===== src/rtl/psum_buffer.sv =====
// psum_buffer: one circular FIFO bank per PE column, holding partial sums
// between the bottom row (writes, MODE1) and the top row (reads, MODE2)
// of the PE array. Handshakes are combinational from state and inputs.
module psum_buffer #(
  parameter int COLS   = 7,
  parameter int DEPTH  = 16,
  parameter int DATA_W = 16
) (
  input  logic                          clk,
  input  logic                          rst,
  input  logic [1:0]                    mode_in,
  input  logic                          change_mode,
  input  logic                          flush,
  input  logic [COLS-1:0]               wr_valid,
  input  logic [COLS-1:0][DATA_W-1:0]   wr_data,
  output logic [COLS-1:0]               wr_ack,
  output logic [COLS-1:0]               rd_valid,
  output logic [COLS-1:0][DATA_W-1:0]   rd_data,
  input  logic [COLS-1:0]               rd_ack,
  output logic [COLS-1:0]               col_empty,
  output logic [COLS-1:0]               col_full,
  output logic                          all_empty,
  output logic                          error
);

  localparam int AW = $clog2(DEPTH);
  localparam logic [AW:0] FULL_CNT = (AW+1)'(DEPTH);

  localparam logic [1:0] MODE1 = 2'd0;
  localparam logic [1:0] MODE2 = 2'd1;
  localparam logic [1:0] MODE3 = 2'd2;
  localparam logic [1:0] MODE4 = 2'd3;

  logic [1:0]                cur_mode_q, cur_mode_d;
  logic [COLS-1:0][AW-1:0]   wr_ptr_q, wr_ptr_d;
  logic [COLS-1:0][AW-1:0]   rd_ptr_q, rd_ptr_d;
  logic [COLS-1:0][AW:0]     count_q, count_d;
  logic                      error_q, error_d;
  logic [COLS-1:0]           push, pop;
  logic                      write_en, read_en, bad_mode;

  // Sample storage; no reset since stale entries are never exposed.
  logic [DATA_W-1:0] mem [COLS][DEPTH];

  // Handshakes, status flags and next-state for every bank.
  always_comb begin
    write_en  = (cur_mode_q == MODE1);
    read_en   = (cur_mode_q == MODE2);
    bad_mode  = (cur_mode_q == MODE3) || (cur_mode_q == MODE4);
    cur_mode_d = change_mode ? mode_in : cur_mode_q;
    wr_ptr_d  = wr_ptr_q;
    rd_ptr_d  = rd_ptr_q;
    count_d   = count_q;
    wr_ack    = '0;
    rd_valid  = '0;
    rd_data   = '0;
    push      = '0;
    pop       = '0;
    col_empty = '0;
    col_full  = '0;
    for (int j = 0; j < COLS; j++) begin
      col_empty[j] = (count_q[j] == '0);
      col_full[j]  = (count_q[j] == FULL_CNT);
      wr_ack[j]    = wr_valid[j] & write_en & ~col_full[j] & ~flush;
      rd_valid[j]  = read_en & ~col_empty[j] & ~flush;
      rd_data[j]   = rd_valid[j] ? mem[j][rd_ptr_q[j]] : '0;
      push[j]      = wr_ack[j];
      pop[j]       = rd_valid[j] & rd_ack[j];
      if (push[j]) wr_ptr_d[j] = wr_ptr_q[j] + AW'(1);
      if (pop[j])  rd_ptr_d[j] = rd_ptr_q[j] + AW'(1);
      case ({push[j], pop[j]})
        2'b10:   count_d[j] = count_q[j] + (AW+1)'(1);
        2'b01:   count_d[j] = count_q[j] - (AW+1)'(1);
        default: count_d[j] = count_q[j];
      endcase
      // Flush wins over any push/pop in the same cycle.
      if (flush) begin
        wr_ptr_d[j] = '0;
        rd_ptr_d[j] = '0;
        count_d[j]  = '0;
      end
    end
    all_empty = &col_empty;
    error_d   = error_q | (|(rd_ack & ~rd_valid)) | ((|wr_valid) & bad_mode);
    error     = error_q;
  end

  // Control state: mode, pointers, counts and the sticky error flag.
  always_ff @(posedge clk) begin
    if (rst) begin
      cur_mode_q <= MODE1;
      wr_ptr_q   <= '0;
      rd_ptr_q   <= '0;
      count_q    <= '0;
      error_q    <= 1'b0;
    end else begin
      cur_mode_q <= cur_mode_d;
      wr_ptr_q   <= wr_ptr_d;
      rd_ptr_q   <= rd_ptr_d;
      count_q    <= count_d;
      error_q    <= error_d;
    end
  end

  // Bank writes; a write coinciding with reset is discarded.
  always_ff @(posedge clk) begin
    for (int j = 0; j < COLS; j++) begin
      if (push[j] && !rst) mem[j][wr_ptr_q[j]] <= wr_data[j];
    end
  end

endmodule


===== config.mk =====
export PLATFORM = sky130hd
export DESIGN_NAME = psum_buffer
export DESIGN_NICKNAME = d
export VERILOG_FILES = /design/src/rtl/psum_buffer.sv
export SDC_FILE = /design/constraint.sdc
export NUM_CORES = 2
export LEC_CHECK = 0
export ABC_AREA = 0
export BUFFER_PORTS_ARGS = -buffer_cell sky130_fd_sc_hd__buf_2
export CAP_MARGIN = 20
export CORE_ASPECT_RATIO = 0.9
export CORE_MARGIN = 10
export CORE_UTILIZATION = 50
export CTS_CLUSTER_DIAMETER = 30
export DETAILED_ROUTE_END_ITERATION = 10
export HOLD_SLACK_MARGIN = 0.06
export PLACE_DENSITY_LB_ADDON = 0.05
export SLEW_MARGIN = 20
export SYNTH_ARGS = -nofsm -noshare
export SYNTH_HDL_FRONTEND = slang
export SYNTH_SLANG_ARGS = --single-unit

===== constraint.sdc =====
create_clock -name clk -period 4.8 [get_ports clk]
set_input_delay 0.96 -clock clk [delete_from_list [all_inputs] [get_ports clk]]
set_output_delay 0.96 -clock clk [all_outputs]
set_load 0.1 [all_outputs]

==> key figures <==
Clock network
  – Cts repair resizes: 0
  – CTS sink count: 1886
  – TritonCTS clock tree: yes
  – H-tree levels: 5
  – Clock transition at path regs: 0.05 ns
  – Hold buffers post-CTS: 0
  – Clk root buf: clkbuf_16
  – Deepest clock path buffer count: 4
  – Clock Latency Late Sink: 0.92 ns
  – Number of buffers created by CTS: 358
  – Setup Fix Bufs, Post-CTS: 0

Yosys
  – Dominant synthesized flop cell: edfxtp_1
  – EDFF count, synth: 1792
  – Seq/Total Area, Yosys: 76.3%
  – Synth Net Count: 3770
  – Area contributors post-synth: edfxtp_1, mux4_2, dfxtp_1
  – Yosys cell types: 44
  – Synth warn: 0
  – Fraction of registers with async set/reset: 0%
  – Syn_area_per_cell: 20.5 um^2
  – Gate Count Post-Synth: 3568
  – Flops & latches, synth: 1886
  – Syn Std Cell Area: 73000 um^2
  – Yosys top cell area share: 73.7%
  – Most common cell in the netlist: edfxtp_1
  – Leading area contributor after synthesis: edfxtp_1
  – Commonest cells in the netlist: edfxtp_1, mux4_2, o22ai_1, nor2_1, nor4_1

STA
  – Hold Vio Cnt, Final: 0
  – RSZ-0062 raised after global routing: false
  – Hold slack: 0.285 ns
  – Post-route minimum period: 4.63 ns
  – Fmax: 216 MHz
  – Final setup viols: 0
  – Worst slew margin relative to its limit: 25.6%
  – Slew @ Worst Pin: 1.11 ns
  – Final Max Slew Viols: 0
  – Clk_skew: 0.0791 ns
  – Period utilization: 96.4%

Power and ir drop
  – Leakage power total: 29.4 nW
  – Comb pwr share: 1.4%
  – Seq pwr share: 41.3%
  – Net load switching power: 8.73 mW
  – Clock Power Share: 57.3%
  – Int Pwr: 35.1 mW
  – Maximum VDD drop: 0.357 mV
  – Sw Ratio: 19.9%
  – Power Density: 486 nW/um^2

Detailed routing
  – Drt drc: 0
  – DR vias/cell: 5.89
  – Average wire per cell in the routed design: 27.8 um
  – Final ANT Viol Nets: 0
  – Final wirelength: 178000 um
  – Number of detailed-route iterations in the first pass: 5
  – Number of DRC markers in iteration 0: 3485
  – Total number of vias: 37.7k

Global route
  – Largest net degree at the start of global routing: 92
  – Congestion Overflow GR: 0
  – Initial antenna violation count: 31
  – First-pass GRT wire length: 263000 um
  – Vias in the first global route: 39.8k
  – Total GRT Usage: 21.8%

Layout
  – Number of fill cells in the layout: 9842
  – Area Growth Syn to Fin: 23.6%
  – Post-route cell area: 90200 um^2
  – # nets final: 4365
  – Share of cells above drive strength 1: 36.6%

Worst setup path
  – Worst Setup End Kind: primary output
  – Worst Path Required: 3.84 ns
  – Worst path top cell family by delay: buffers and inverters
  – Startpoint Class: flop
  – WS Path Type: reg2out
  – CP max-delay cell: or3b_4
  – Max FO, Critical Path: 41
  – Critical Path AT: 3.67 ns
  – Critical path depth: 5
  – Critical Path, Cell by Cell: or3b_4, buf_16, buf_4, nor4_1, buf_2
  – Cells on worst reg2reg path: 12
  – Crit path largest cell delay: 0.64 ns
  – CP bufs+invs: 3

Min path
  – Path type of the worst min-delay path: in2reg
  – Worst hold path depth: 3

Die
  – Die X-Extent: 423 um
  – Die ar.: 162000 um^2
  – CORE AREA: 145000 um^2
  – # IOs: 274
  – Initial Util: 50.5%
  – FP Rows: 132
  – Die Span Y: 382 um

Job
  – Number of max-cap violations: 0

Placement
  – Gpl congestion: 0.802
  – Buffers on Ports: 273
  – Detailed placement HPWL: 109000 um
  – Dpl cell area: 77900 um^2

Status
  – Status: finished clean
-- worst register-to-register path, stage by stage, from the launching register on --
cell     delay [ns]
dfxtp_1        0.51
or3b_4         0.65
buf_16         0.27
a21oi_2        0.23
and2_1         0.24
ha_1           0.28
inv_1          0.11
fa_1           0.39
nor2b_1        0.20
o21ai_0        0.16
nor4b_1        0.18
or3_1          0.33
a21oi_1        0.19
-- area by class of cell --
class                   instances  area, um^2  share of cell area (%)
repair buffers                454        2930                    3.25
diodes                         13        32.5                  0.0361
clock inverters               257        3140                    3.49
multi-input cells            1412       16600                    18.4
clock buffers                 383        9090                    10.1
inverters                      51         191                   0.212
flip-flops and latches       1886       55700                    61.8
well taps                    1943        2430                    2.70
-- kinds of logic after synthesis --
logic type / count (synthesis) / synth area share, %
flip-flops: 1886 / 76.3
AND/OR/NAND/NOR: 509 / 3.48
multiplexers: 461 / 14.0
AO/OA/AOI/OAI: 310 / 2.67
buffers and inverters: 270 / 1.51
adder cells (fa/ha/maj): 70 / 1.27
XOR/XNOR: 62 / 0.744
-- worst paths after layout --
path	from	end	slack, ns
setup reg to reg	cur_mode_q[0]$_SDFFE_PP0P_	count_q[29]$_SDFFE_PP0P_	0.93
hold reg to reg	count_q[34]$_SDFFE_PP0P_	count_q[34]$_SDFFE_PP0P_	0.52
setup / recovery	cur_mode_q[0]$_SDFFE_PP0P_	rd_data[54]	0.17
hold / removal	mode_in[1]	cur_mode_q[1]$_SDFFE_PP0P_	0.29
-- flip-flops by register name (all words and copies together), names as in the netlist --
name	cells
rd_ptr_q	28
error	1
count_q	35
cur_mode_q	2
wr_ptr_q	28
mem	1792
-- power groups by stage --
stage               Clock (mW)  Sequential (mW)  Combinational, mW
floorplan                    0             18.4              0.233
global placement             0             18.4              0.578
detailed placement           0             18.4              0.618
CTS                       25.5             18.1              0.621
global route              26.4             18.1              0.661
finish                    25.1             18.1              0.611
-- through the flow --
| stage | setup WS [ns] | power, mW | TNS (ns) | utilization, % | cells |
|---|---|---|---|---|---|
| detailed placement | 0.464 | 19.0 | 0 | 53.9 | 5746 |
| global placement | 0.558 | 19.0 | 0 | 53.9 | 5745 |
| global route | 0.000307 | 45.1 | 0 | 62.4 | 6392 |
| CTS | 0.0883 | 44.2 | 0 | 62.4 | 6386 |
| finish | 0.171 | 43.8 | 0 | 62.4 | 6399 |
| floorplan | -0.976 | 18.6 | -74.76 | - | 3568 |
-- layer usage --
| layer | track usage (%) | wire length (um) | share of wire (%) | vias up |
|---|---|---|---|---|
| met5 | 0 | 55 | 0.031 | - |
| met4 | 8.26 | 6140 | 3.4 | 8 |
| met3 | 4.61 | 10500 | 5.9 | 380 |
| met1 | 28.5 | 72000 | 40 | 19800 |
| li1 | - | - | - | 16200 |
| met2 | 36.2 | 89200 | 50 | 1269 |
-- layout by cell type, fill, tap and decap left out, types with 25 or more instances in the layout --
cell type | Yosys | final
nand2b_1 | 30 | 30
edfxtp_1 | 1792 | 1792
a21oi_1 | 45 | 45
mux4_2 | 448 | 448
buf_4 | 1 | 176
dfxtp_1 | 94 | 73
nand2_1 | 55 | 55
ha_1 | 63 | 63
nor3_2 | 0 | 25
inv_1 | 50 | 50
clkinvlp_4 | 0 | 40
clkinv_4 | 0 | 35
bufinv_16 | 0 | 58
nor4_2 | 0 | 34
clkinv_2 | 0 | 45
clkbuf_16 | 0 | 360
nor4_1 | 122 | 88
inv_6 | 0 | 41
nor2_2 | 0 | 40
nand3_1 | 25 | 25
nor2_1 | 182 | 142
o22ai_1 | 224 | 224
xor2_1 | 46 | 46
clkinv_1 | 0 | 31
buf_2 | 66 | 264
No activity file was read; power rests on OpenSTA's default activity.
